--- src/rtl/hlsm_avg_sequencer_if.sv ---
`default_nettype none
// ============================================================================
// Module      : hlsm_avg_sequencer_if
// Description : Start/Done handshake and data bundle for hlsm_avg_sequencer.
//               master : launches operations (Start, samples, num) and
//                        observes Busy, Done, avg, div_by_zero.
//               slave  : the sequencer side of the same signals.
//   Start        launch request, sampled only while the sequencer is idle
//   samples      NUM_IN packed signed samples, sample i = [i*W +: W]
//   num          signed divisor
//   Busy         operation in progress
//   Done         one-cycle completion pulse
//   avg          signed result, held between operations
//   div_by_zero  set with Done when the divisor was zero
// Revision    : 1.0 - initial release
// ============================================================================
interface hlsm_avg_sequencer_if #(
  parameter int W      = 8,
  parameter int NUM_IN = 8
);
  logic                  Start;
  logic [NUM_IN*W-1:0]   samples;
  logic [W-1:0]          num;
  logic                  Busy;
  logic                  Done;
  logic [W-1:0]          avg;
  logic                  div_by_zero;

  modport master (
    output Start, samples, num,
    input  Busy, Done, avg, div_by_zero
  );

  modport slave (
    input  Start, samples, num,
    output Busy, Done, avg, div_by_zero
  );
endinterface
`default_nettype wire

--- src/rtl/hlsm_avg_sequencer.sv ---
`default_nettype none
// ============================================================================
// Module      : hlsm_avg_sequencer
// Description : Sequenced signed average: sums NUM_IN captured samples with a
//               single shared adder (one per cycle), then divides the sum by a
//               captured signed divisor with a restoring divider (one quotient
//               bit per cycle). Quotient truncates toward zero; the low W bits
//               are returned. Fixed latency of NUM_IN+ACC_W+1 edges.
// Ports       : Clk  - rising-edge clock
//               Rst  - synchronous active-high reset
//               bus  - hlsm_avg_sequencer_if.slave (Start, samples, num in;
//                      Busy, Done, avg, div_by_zero out)
// Revision    : 1.0 - initial release
// ============================================================================
module hlsm_avg_sequencer #(
  parameter int W      = 8,
  parameter int NUM_IN = 8,
  parameter int ACC_W  = 16
) (
  input  wire logic               Clk,
  input  wire logic               Rst,
  hlsm_avg_sequencer_if.slave     bus
);

  localparam int IDX_W = (NUM_IN > 1) ? $clog2(NUM_IN) : 1;
  localparam int CNT_W = $clog2(ACC_W + 1);
  localparam logic [IDX_W-1:0] C_IDX_LAST = IDX_W'(NUM_IN - 1);
  localparam logic [CNT_W-1:0] C_CNT_LOAD = CNT_W'(ACC_W);
  localparam logic [CNT_W-1:0] C_CNT_ONE  = CNT_W'(1);

  typedef enum logic [1:0] {
    S_IDLE  = 2'd0,
    S_ACCUM = 2'd1,
    S_DIV   = 2'd2,
    S_FIN   = 2'd3
  } state_t;

  state_t                state_q, state_d;
  logic [NUM_IN*W-1:0]   smp_q, smp_d;
  logic [W-1:0]          num_q, num_d;
  logic [ACC_W-1:0]      acc_q, acc_d;
  logic [IDX_W-1:0]      idx_q, idx_d;
  logic [CNT_W-1:0]      cnt_q, cnt_d;
  logic [ACC_W-1:0]      rem_q, rem_d;
  logic [ACC_W-1:0]      quo_q, quo_d;
  logic                  busy_q, busy_d;
  logic                  done_q, done_d;
  logic [W-1:0]          avg_q, avg_d;
  logic                  dbz_q, dbz_d;

  // Unsigned magnitude of a two's-complement value. The result is read as
  // unsigned, so the most negative input maps to 2^(ACC_W-1) exactly, i.e.
  // the same value an ACC_W+1-bit signed negation would give.
  function automatic logic [ACC_W-1:0] mag(input logic [ACC_W-1:0] x);
    return x[ACC_W-1] ? (~x + 1'b1) : x;
  endfunction

  logic [W-1:0] w_smp_arr [NUM_IN];

  for (genvar gi = 0; gi < NUM_IN; gi++) begin : g_unpack
    assign w_smp_arr[gi] = smp_q[gi*W +: W];
  end

  logic [W-1:0]     w_cur;
  logic [ACC_W-1:0] w_cur_ext;
  logic [ACC_W-1:0] w_dvs;
  logic             w_dvs_zero;
  logic             w_neg;
  logic [ACC_W:0]   w_trial;
  logic [ACC_W:0]   w_diff;
  logic             w_ge;

  assign w_cur      = w_smp_arr[idx_q];
  assign w_cur_ext  = {{(ACC_W-W){w_cur[W-1]}}, w_cur};
  assign w_dvs      = mag({{(ACC_W-W){num_q[W-1]}}, num_q});
  assign w_dvs_zero = (num_q == '0);
  assign w_neg      = acc_q[ACC_W-1] ^ num_q[W-1];

  // Restoring step: shift the next dividend bit into the partial remainder
  // and try to subtract the divisor. With a nonzero divisor the trial value
  // stays below 2^ACC_W, so the top bit of the difference is the borrow.
  assign w_trial = {rem_q, quo_q[ACC_W-1]};
  assign w_diff  = w_trial - {1'b0, w_dvs};
  assign w_ge    = ~w_diff[ACC_W];

  always_comb begin
    state_d = state_q;
    smp_d   = smp_q;
    num_d   = num_q;
    acc_d   = acc_q;
    idx_d   = idx_q;
    cnt_d   = cnt_q;
    rem_d   = rem_q;
    quo_d   = quo_q;
    busy_d  = busy_q;
    done_d  = 1'b0;
    avg_d   = avg_q;
    dbz_d   = dbz_q;

    unique case (state_q)
      S_IDLE: begin
        if (bus.Start) begin
          smp_d   = bus.samples;
          num_d   = bus.num;
          acc_d   = '0;
          idx_d   = '0;
          busy_d  = 1'b1;
          state_d = S_ACCUM;
        end
      end
      S_ACCUM: begin
        acc_d = acc_q + w_cur_ext;
        idx_d = idx_q + 1'b1;
        if (idx_q == C_IDX_LAST) begin
          // The dividend register is loaded with |sum| as the sum completes.
          quo_d   = mag(acc_d);
          rem_d   = '0;
          cnt_d   = C_CNT_LOAD;
          state_d = S_DIV;
        end
      end
      S_DIV: begin
        rem_d = w_ge ? w_diff[ACC_W-1:0] : w_trial[ACC_W-1:0];
        quo_d = {quo_q[ACC_W-2:0], w_ge};
        cnt_d = cnt_q - 1'b1;
        if (cnt_q == C_CNT_ONE) begin
          state_d = S_FIN;
        end
      end
      S_FIN: begin
        if (w_dvs_zero) begin
          avg_d = '0;
          dbz_d = 1'b1;
        end else begin
          // Only the low W bits of the signed quotient are kept (wraps).
          avg_d = w_neg ? (~quo_q[W-1:0] + 1'b1) : quo_q[W-1:0];
          dbz_d = 1'b0;
        end
        done_d  = 1'b1;
        busy_d  = 1'b0;
        state_d = S_IDLE;
      end
      default: state_d = S_IDLE;
    endcase
  end

  always_ff @(posedge Clk) begin
    if (Rst) begin
      state_q <= S_IDLE;
      smp_q   <= '0;
      num_q   <= '0;
      acc_q   <= '0;
      idx_q   <= '0;
      cnt_q   <= '0;
      rem_q   <= '0;
      quo_q   <= '0;
      busy_q  <= 1'b0;
      done_q  <= 1'b0;
      avg_q   <= '0;
      dbz_q   <= 1'b0;
    end else begin
      state_q <= state_d;
      smp_q   <= smp_d;
      num_q   <= num_d;
      acc_q   <= acc_d;
      idx_q   <= idx_d;
      cnt_q   <= cnt_d;
      rem_q   <= rem_d;
      quo_q   <= quo_d;
      busy_q  <= busy_d;
      done_q  <= done_d;
      avg_q   <= avg_d;
      dbz_q   <= dbz_d;
    end
  end

  assign bus.Busy        = busy_q;
  assign bus.Done        = done_q;
  assign bus.avg         = avg_q;
  assign bus.div_by_zero = dbz_q;

endmodule
`default_nettype wire

--- src/flat_wrapper.sv ---
// flat-port wrapper written by rule: the top's interface ports become plain ports
module hlsm_avg_sequencer_flat 
#(
  parameter int W      = 8,
  parameter int NUM_IN = 8,
  parameter int ACC_W  = 16
)
  (Clk, Rst, bus_Start, bus_samples, bus_num, bus_Busy, bus_Done, bus_avg, bus_div_by_zero);
  hlsm_avg_sequencer_if #(.W(W), .NUM_IN(NUM_IN)) bus_i ();
  input  wire logic Clk;
  input  wire logic Rst;
  input wire logic [$bits(bus_i.Start)-1:0] bus_Start;
  input wire logic [$bits(bus_i.samples)-1:0] bus_samples;
  input wire logic [$bits(bus_i.num)-1:0] bus_num;
  output wire logic [$bits(bus_i.Busy)-1:0] bus_Busy;
  output wire logic [$bits(bus_i.Done)-1:0] bus_Done;
  output wire logic [$bits(bus_i.avg)-1:0] bus_avg;
  output wire logic [$bits(bus_i.div_by_zero)-1:0] bus_div_by_zero;
  assign bus_i.Start = bus_Start;
  assign bus_i.samples = bus_samples;
  assign bus_i.num = bus_num;
  assign bus_Busy = bus_i.Busy;
  assign bus_Done = bus_i.Done;
  assign bus_avg = bus_i.avg;
  assign bus_div_by_zero = bus_i.div_by_zero;
  hlsm_avg_sequencer #(.W(W), .NUM_IN(NUM_IN), .ACC_W(ACC_W)) u_core (.Clk(Clk), .Rst(Rst), .bus(bus_i));
endmodule
--- config.mk ---
export PLATFORM = sky130hd
export DESIGN_NAME = hlsm_avg_sequencer_flat
export DESIGN_NICKNAME = d
export VERILOG_FILES = /design/src/rtl/hlsm_avg_sequencer_if.sv /design/src/rtl/hlsm_avg_sequencer.sv /design/src/flat_wrapper.sv
export SDC_FILE = /design/constraint.sdc
export NUM_CORES = 1
export LEC_CHECK = 0
export BUFFER_PORTS_ARGS = -buffer_cell sky130_fd_sc_hd__buf_2
export CORE_MARGIN = 4
export CORE_UTILIZATION = 45
export CTS_BUF_LIST = sky130_fd_sc_hd__clkbuf_4 sky130_fd_sc_hd__clkbuf_8 sky130_fd_sc_hd__clkbuf_16
export CTS_CLUSTER_DIAMETER = 50
export DETAILED_ROUTE_END_ITERATION = 8
export GPL_ROUTABILITY_DRIVEN = 0
export SYNTH_ARGS = -nofsm -noshare
export SYNTH_HDL_FRONTEND = slang
export SYNTH_SLANG_ARGS = --single-unit
--- constraint.sdc ---
create_clock -name Clk -period 6.7 [get_ports Clk]
set_clock_uncertainty 0.15 [all_clocks]
set_input_delay 0.67 -clock Clk [delete_from_list [all_inputs] [get_ports Clk]]
set_output_delay 0.67 -clock Clk [all_outputs]
set_load 0.05 [all_outputs]
==> After elaboration in Yosys (flattened, before gate mapping) <==
Index checks and enable logic that the tools add are counted.
Widths: inputs -> output; s select.
{ "totals": {"reg_bits": 141, "latchBits": 0, "mem_bits_rw": 0, "rom_bits": 0, "inputBits": 75, "out_inout_bits": 11, "elab_cells": 70, "mem_count": 0} }
{ "classes": {"addsub": 7, "n_mul": 0, "n_div": 0, "magnitude_cmp": 1, "eq_ne": 8, "shifts": 0, "n_mux": 26, "bitwise": 6, "n_reduce_logical": 10} }
{ "ops": {"columns": ["op", "count"], "rows": [
  ["$mux 16", 6],
  ["$pmux 16 s2", 3],
  ["$add 16x1->16 const B", 2],
  ["$mux 8", 4],
  ["$not 16->16", 2],
  ["$bmux 8 s3", 1],
  ["$sub 17x16->17", 1],
  ["$add 16x16->16", 1],
  ["$pmux 5 s2", 1],
  ["$add 8x1->8 const B", 1],
  ["$logic_not 8->1", 1],
  ["$not 8->8", 1],
  ["$pmux 2 s4", 1],
  ["$reduce_and 2->1", 4],
  ["$mux 2", 3],
  ["$pmux 3 s2", 1],
  ["$reduce_bool 2->1", 3],
  ["$eq 5x1->1 const B", 1],
  ["$mux 5", 1],
  ["$sub 5x1->5 const B", 1],
  ["$eq 2x2->1 const B", 2],
  ["$ge 4x4->1 const B", 1],
  ["$ne 2x1->1 const B", 2],
  ["$not 3->4", 1],
  ["11 further kinds", 13]
]} }

==> Depth between registers and ports, before layout <==
Gate-level depths: netlist of run 1.
{ "depth": {"ltp_word": 10, "ltp_mapped": 15, "ltp_nobuf": 14} }

==> Worst setup path after synthesis of run 1 <==
No wires, ideal clock.
{ "synth_path": {"kind": "register -> register", "start": "register u_core.idx_q[0]", "end": "register u_core.quo_q[15]", "setup_ns": 0.086, "t_arrival_ns": 5.154, "required_ns": 6.464, "setup_slack_ns": 1.310, "stages_incl_launch_ff": 15, "n_path_buf": 2, "period_less_slack_ns": 5.390, "path_cell_list": "dfxtp_1 clkbuf_1 buf_1 mux4_2 mux2_2 ha_1 fa_1 a21o_1 a221oi_2 xnor2_1 or4_4 or4_4 nor4_1 or4b_1 a221oi_2"} }
{ "synth_via": {"elab_chain_cells": 10, "elab_cells_between_ends": 13, "cone_classes": "add/sub: 2; eq/ne: 2; mux: 6; bitwise: 2; reduce/logical: 1"} }
{ "synth_lines": {"columns": ["item", "line", "rtl"], "rows": [
  ["start, declared", "hlsm_avg_sequencer.sv:42", "logic [IDX_W-1:0] idx_q, idx_d;"],
  ["start signal, assigned", "hlsm_avg_sequencer.sv:166", "idx_q <= idx_d;"],
  ["$not 3->4 (not written as such)", "hlsm_avg_sequencer.sv:73", "assign w_cur = w_smp_arr[idx_q];"],
  ["$bmux 8 s3", "hlsm_avg_sequencer.sv:73", null],
  ["$mux 8 (not written as such) (2 in series)", "hlsm_avg_sequencer.sv:73", null],
  ["$add 16x16->16", "hlsm_avg_sequencer.sv:112", "acc_d = acc_q + w_cur_ext;"],
  ["$not 16->16", "hlsm_avg_sequencer.sv:55", "return x[ACC_W-1] ? (~x + 1'b1) : x;"],
  ["$add 16x1->16", "hlsm_avg_sequencer.sv:55", null],
  ["$mux 16", "hlsm_avg_sequencer.sv:55", null],
  ["$mux 16", "hlsm_avg_sequencer.sv:114", "if (idx_q == C_IDX_LAST) begin"],
  ["$pmux 16 s2", "hlsm_avg_sequencer.sv:100", "unique case (state_q)"],
  ["end signal, assigned", "hlsm_avg_sequencer.sv:169", "quo_q <= quo_d;"],
  ["end, declared", "hlsm_avg_sequencer.sv:45", "logic [ACC_W-1:0] quo_q, quo_d;"]
]} }
Several ways; a longest one is shown, not always the timed one. The select of a mux whose other input is x is not followed.
A chain may end at the register's enable or synchronous reset.

==> Final worst setup path of run 1 <==
Ends and elaborated chain as after synthesis.

==> results of run 1 <==
## registers in the layout, indices dropped and copies added, names as in the netlist, 2 cells and up
name and flops:
u_core.quo_q 16, u_core.smp_q 64, u_core.idx_q 3, u_core.acc_q 16, u_core.rem_q 16, u_core.state_q 2, u_core.bus.avg 8, u_core.num_q 8
u_core.cnt_q 5
## final cells by class
| cell class | instances | area, sq um |
|---|---|---|
| fill | 1606 | 7760 |
| multi-input combinational | 708 | 4600 |
| sequential | 141 | 2820 |
| timing repair buffer | 91 | 473 |
| clock buffer | 17 | 425 |
| tap | 220 | 275 |
| clock inverter | 15 | 183 |
| inverter | 28 | 105 |
## cell usage in the layout (no fill, tap or decap), types with 4 or more instances in the layout
| cell | count |
|---|---|
| nand2_1 | 181 |
| dfxtp_1 | 141 |
| a21oi_1 | 108 |
| buf_2 | 84 |
| nor2_1 | 66 |
| ha_1 | 42 |
| inv_1 | 28 |
| a22oi_1 | 28 |
| xnor2_1 | 27 |
| o21ai_0 | 26 |
| xor2_1 | 24 |
| clkbuf_16 | 17 |
| mux4_2 | 16 |
| mux2i_1 | 15 |
| o22ai_1 | 14 |
| nor2b_1 | 13 |
| a21o_1 | 13 |
| nor3_1 | 13 |
| mux2_2 | 9 |
| conb_1 | 8 |
| o21a_1 | 7 |
| buf_4 | 7 |
| o31ai_1 | 6 |
| a211oi_1 | 6 |
| nand3_1 | 6 |
| inv_6 | 6 |
| nand2b_1 | 5 |
| a31oi_1 | 5 |
| o211ai_1 | 4 |
| and2_1 | 4 |
| a221oi_1 | 4 |
## worst paths after layout
path | startpoint | endpoint | slack [ns]
hold reg to reg | u_core.smp_q[36] | u_core.smp_q[36] | 0.30
setup reg to reg | u_core.idx_q[0] | u_core.quo_q[15] | 1.37
setup / recovery | u_core.idx_q[0] | u_core.quo_q[15] | 1.37
hold / removal | u_core.smp_q[36] | u_core.smp_q[36] | 0.30
## kinds of logic after synthesis
family / after synthesis
compound gates: 253
xor+xnor: 52
fa+ha+maj: 44
buf+inv: 76
flops: 141
mux: 40
other cells: 1
simple gates: 311
## synthesized netlist by cell type (14+ instances only)
library cell	number
a22oi_1	28
nand2_1	182
clkbuf_1	42
o22ai_1	14
a21oi_1	109
mux4_2	16
inv_1	28
nor2_1	66
xnor2_1	28
dfxtp_1	141
mux2i_1	15
xor2_1	24
o21ai_0	26
ha_1	42
## worst max-delay path: stages, from the launching register on
cell and delay, ns:
dfxtp_1 0.67, buf_4 0.32, mux4_2 0.52, mux2_2 0.27, ha_1 0.22, fa_1 0.40
a21o_1 0.22, a221oi_2 0.31, a221oi_1 0.16, o41ai_1 0.72, xnor2_1 0.27, nor4_1 0.30
or4b_1 0.47, a221oi_2 0.23
## per-layer routing
metal  share of wire  routed length [microns]
met1            0.49                     8800
met2            0.46                     8320
met3           0.034                      619
met4           0.017                      313
met5               0                        0
## power by group through the flow
stage / Clock, uW / Sequential [uW] / Combinational (uW)
6_report: 979 / 1050 / 1090
5_1_grt: 1040 / 1060 / 1230
4_1_cts: 1000 / 1050 / 1090
3_5_place_dp: 0 / 1060 / 1090
3_3_place_gp: 0 / 1060 / 1080
2_1_floorplan: 0 / 1030 / 862
## metrics by stage
stage / power [uW] / instances / worst slack [ns]
2_1_floorplan: 1890 / 925 / 1.31
3_3_place_gp: 2150 / 1188 / 1.43
3_5_place_dp: 2150 / 1188 / 1.35
4_1_cts: 3140 / 1220 / 1.32
5_1_grt: 3330 / 1220 / 0.915
6_report: 3110 / 1220 / 1.37
==> metrics.md, run 1 <==
| Metric | Value |
|---|---|
| Outcome | finished clean |
| Die width | 139 microns |
| M1 GR Usage | 0.262 |
| Port Buffer Count | 85 |
| Minimum clock period | 5.33 ns |
| Most used DFF post-synth | dfxtp_1 |
| Netlist cell types | 61 |
| Largest cells by area after synthesis | dfxtp_1 37%, nand2_1 8.9%, a21oi_1 7.1% |
| Postcts setup bufs | 0 |
| RSZ-0062 raised after global routing | false |
| Chip Height | 139 microns |
| Ys async rst share | 0 |
| Post-synth EDFFs | 0 |
| Combinational power share | 0.349 |
| Setup violators final | 0 |
| Synth Area in Adders | 0.0737 |
| Die ar. | 0.0192 sq mm |
| Top Ports | 86 |
| Setup TNS | 0 ns |
| Crit-path max FO | 10 |
| PwrDens | 350 mW/mm^2 |
| Leak pwr | 0.00367 uW |
| Net Sw Frac | 0.365 |
| Initial antenna violation count | 0 |
| Peak VDD IR | 0.216 mV |
| Clock share of power | 0.315 |
| Final Cycle Share | 0.795 |
| YS warnings | 0 |
| Hold buffers post-CTS | 0 |
| R2R depth | 13 |
| Yosys reg bits | 141 |
| Type of the worst setup path | flip-flop to flip-flop |
| Share of cells above drive strength 1 | 0.160 |
| CTS Root Cell | clkbuf_16 |
| Synth-to-layout area growth | 15.9% |
| Cts bufs inserted | 17 |
| CP arrival | 5.51 ns |
| Fin area | 0.00889 sq mm |
| Clock latency on the worst-skew pair | 0.43 ns |
| Clk slew on worst S/H paths | 0.06 ns |
| Least-Margin Pin Slew | 1.12 ns |
| Hold Crit Class | flip-flop to flip-flop |
| Worst Setup End Kind | flip-flop |
| Largest net degree at the start of global routing | 83 |
| Drt wl/cell | 14.8 microns |
| Part of the power in registers | 0.336 |
| Sinks on Clock Net | 141 |
| GR Util All Layers | 0.192 |
| GRT overflow | 0 |
| Synth Area in Simple Gates | 0.173 |
| Xor/xnor cell area share of the yosys netlist | 0.0594 |
| Vias in the first global route | 6315 |
| Slew HR | 0.256 |
| Initial Util | 0.461 |
| Initial DRT Pass Iterations | 6 |
| Vias | 6508 |
| Switch Pwr | 1140 uW |
| CTS tree | built |
| Post-Syn Instances | 918 |
| Vias/cell | 5.33 |
| First-pass GRT wire length | 30700 microns |
| DP HPWL | 12900 microns |
| WHS | 0.301 ns |
| H-tree depth | 4 |
| Hold Path Stages | 2 |
| GR met2 Demand/Resource | 0.308 |
| Residual DRC count | 0 |
| WL final | 18100 microns |
| Compound-Gate Fraction of Synth Area | 0.208 |
| Syn avg cell area | 8.35 sq um |
| Final hold vios | 0 |
| WP data required | 6.89 ns |
| DRT antenna net count | 0 |
| Num rows | 47 |
| Layout Nets | 1106 |
| Critical Path Source Type | flip-flop |
| Clock Path Buffers | 2 |
| Post-layout util | 0.534 |
| Max_cap viols | 0 |
| Proportion of synthesized area in mux cells | 0.0798 |
| ANT cells | 0 |
| Pins over their slew limit | 0 |
| Post-CTS Resized | 0 |
| Core Footprint | 0.0166 sq mm |
| Post-Place Cell Area | 0.00828 sq mm |
| Post-synth top area share | 0.368 |
| Synth area leader | dfxtp_1 |
| Int Power | 1970 uW |
| Gr busiest metal | met2 |
| GR Layer Usage met3 | 0.0341 |
| 1st-iter DRT viols | 361 |
| Main combinational cell family by area after synthesis | compound AO/OA/AOI/OAI gates |
| Seq/Total Area, Yosys | 0.368 |
| Post-Syn Area | 0.00767 sq mm |
| F_max | 188 MHz |
Note: power is estimated with default switching activity, not from simulation.
==> run 2: changes to the inputs <==
- PLACE_DENSITY: default -> 0.66
- clock period: 6.7 -> 4.8 ns (I/O delays scaled with it)
==> run 2 against run 1 <==
  * Maximum frequency is 14% higher
  * Routed wire length increased by 1.9%
  * Sequential share of layout area decreased by 0.45 points
  * Critical path depth is 1 lower
  * Register-to-register slack got worse by 1.2 ns
  * Utilization increased by 0.84 points
  * Combinational power increased by 46%
  * Clock-buffer cell count rose by 4
  * Design area is 1.6% higher
  * Total power increased by 41%
  * Worst setup slack lost 1.2 ns
  * Largest power group unchanged
  * Largest cell class unchanged
==> metrics.md, run 2 (same netlist as run 1, synthesis figures left out) <==
| Metric | Value |
|---|---|
| Top delay family on crit path | simple AND/OR/NAND/NOR gates |
| Max_cap viols | 0 (unchanged) |
| Final hold vios | 0 (unchanged) |
| CTS Root Cell | clkbuf_16 |
| Clock share of power | 0.306 (-0.009) |
| Cts bufs inserted | 17 (unchanged) |
| Layout Nets | 1119 (+1.2%) |
| CTS tree | built |
| Largest net degree at the start of global routing | 75 (-9.6%) |
| Cells after DPL | 1200 (+1.0%) |
| Port Buffer Count | 85 (unchanged) |
| GR met2 Demand/Resource | 0.314 (+0.00617) |
| Outcome | finished clean |
| Setup violators final | 0 (unchanged) |
| Final Cycle Share | 0.972 (+0.177) |
| Post-Layout Cell Count | 1233 (+1.1%) |
| Peak VDD IR | 0.289 mV (+34%) |
| Synth-to-layout area growth | 17.7% |
| Int Power | 2790 uW (+41%) |
| Initial antenna violation count | 0 (unchanged) |
| Bufs and invs on worst path | 1 (unchanged) |
| Initial Util | 0.461 (unchanged) |
| Minimum clock period | 4.66 ns (-0.663 ns) |
| H-tree depth | 4 (unchanged) |
| Leak pwr | 0.00373 uW (+1.7%) |
| Crit-path max FO | 11 (+1) |
| Combinational power share | 0.362 (+0.013) |
| Post-Place Cell Area | 0.00838 sq mm (+1.2%) |
| Most used cell, CP | or4_4 |
| Post-layout util | 0.542 (+0.00842) |
| Part of the power in registers | 0.332 (-0.004) |
| M1 GR Usage | 0.251 (-0.0112) |
| F_max | 214 MHz (+14%) |
| Vias/cell | 5.46 (+2.3%) |
| Critical Path Source Type | flip-flop |
| First-pass GRT wire length | 30700 microns (about the same) |
| Initial DRT Pass Iterations | 5 (-1) |
| Drt wl/cell | 14.9 microns (+0.79%) |
| CP arrival | 4.85 ns (-0.66 ns) |
| Share of cells above drive strength 1 | 0.174 (+0.0137) |
| Slew HR | 0.338 (+0.0829) |
| Pins over their slew limit | 0 (unchanged) |
| Chip Height | 139 microns (unchanged) |
| Sinks on Clock Net | 141 (unchanged) |
| WP data required | 4.98 ns (-1.91 ns) |
| Num rows | 47 (unchanged) |
| Fin area | 0.00903 sq mm (+1.6%) |
| Max reg flops | 64 (unchanged) |
| DRT antenna net count | 0 (unchanged) |
| Worst Setup End Kind | flip-flop |
| Gr busiest metal | met2 |
| Type of the worst setup path | flip-flop to flip-flop |
| WL final | 18400 microns (+1.9%) |
| 1st-iter DRT viols | 407 (+13%) |
| PwrDens | 485 mW/mm^2 (+39%) |
| DP HPWL | 13100 microns (+1.4%) |
| Hold buffers post-CTS | 0 (unchanged) |
| Commonest cells after routing, fill and taps aside | 181 x nand2_1, 140 x dfxtp_1, 108 x a21oi_1 |
| Crit-path slowest cell | mux4_2 |
| Least-Margin Pin Slew | 0.992 ns (-0.124 ns) |
| Vias | 6730 (+3.4%) |
| Clk slew on worst S/H paths | 0.06 ns (about the same) |
| Slowest cell delay on critical path | 0.54 ns (-0.18 ns) |
| Most common cell after layout, fill and taps aside | nand2_1 |
| Top Ports | 86 (unchanged) |
| GR Util All Layers | 0.191 (-0.000745) |
| GR Layer Usage met3 | 0.0331 (-0.00103) |
| Net Sw Frac | 0.363 (-0.00263) |
| Die ar. | 0.0192 sq mm (unchanged) |
| Switch Pwr | 1590 uW (+40%) |
| ANT cells | 0 (unchanged) |
| Vias in the first global route | 6292 (-0.36%) |
| Residual DRC count | 0 (unchanged) |
| Die width | 139 microns (unchanged) |
| GRT overflow | 0 (unchanged) |
| Clock Path Buffers | 2 (unchanged) |
| Core Footprint | 0.0166 sq mm (unchanged) |
| Hold Crit Class | input port to flip-flop |
| CP cell instances | buf_12 -> mux4_2 -> mux2_2 -> fa_1 -> a21o_1 -> a221oi_4 -> xnor2_2 -> or4_4 -> or4_4 -> nor4_2 -> or4b_1 -> a221oi_2 |
| Clock latency on the worst-skew pair | 0.43 ns (about the same) |
| Reg with most FFs | u_core.smp_q |
[run 2: cell types whose count changed in the layout (fill, tap and decap cells not counted), sizes merged]
| cell | previous run | this run |
|---|---|---|
| bufinv | 3 | 2 |
| clkinvlp | 1 | 5 |
| clkinv | 5 | 3 |
| inv | 34 | 29 |
| buf | 91 | 104 |
| clkbuf | 17 | 21 |
[run 2: worst reg2reg max path, delay by kind of cell, from the launching register on]
family          cells  cell delay, ns
fa+ha+maj           1            0.43
xor+xnor            1            0.10
compound gates      3            0.84
buf+inv             1            0.16
simple gates        4            1.63
flops               1            0.40
mux                 2            0.86
[run 2: per-stage QoR]
step	setup WS, ns	power, uW	TNS (ns)	hold slack (ns)
finish	0.136	4380	0	0.135
global route	-0.00125	4660	-0.00125	0.137
CTS	0.0956	4400	0	0.126
detailed placement	-0.00239	3050	-0.00239	0.294
global placement	0.110	3030	0	0.293
floorplan	0.00905	2650	0	0.276
[run 2: final timing paths]
check                   startpoint                to  slack (ns)  cells past startpoint
setup / recovery   u_core.idx_q[0]  u_core.quo_q[15]        0.14                     12
hold / removal     bus_samples[27]  u_core.smp_q[27]        0.13                      3
setup reg to reg   u_core.idx_q[0]  u_core.quo_q[15]        0.14                     12
hold reg to reg   u_core.smp_q[24]  u_core.smp_q[24]        0.30                      2
[run 2: metal layers]
metal | up-vias | wire [microns]
li1 | 3409 | -
met1 | 3110 | 8430
met2 | 174 | 8630
met3 | 37 | 802
met4 | 0 | 524
met5 | - | 0
[run 2: final cells by class]
class	instances	area (sq um)
tap	220	275
multi-input combinational	708	4630
inverter	28	105
fill	1577	7620
timing repair buffer	104	583
sequential	141	2830
clock buffer	21	474
clock inverter	11	135
[run 2: power by group through the flow]
stage / clock [uW] / sequential (uW) / combinational, uW
floorplan: 0 / 1440 / 1210
detailed placement: 0 / 1480 / 1570
CTS: 1360 / 1460 / 1580
global route: 1410 / 1470 / 1780
global placement: 0 / 1480 / 1550
finish: 1340 / 1450 / 1590
[run 2: what timing repair did]
item / CTS / global route
setup endpoints to repair: 1 / 1
gates resized for setup: 1 / 4
pin swaps: 0 / 1
setup buffers: 0 / 1
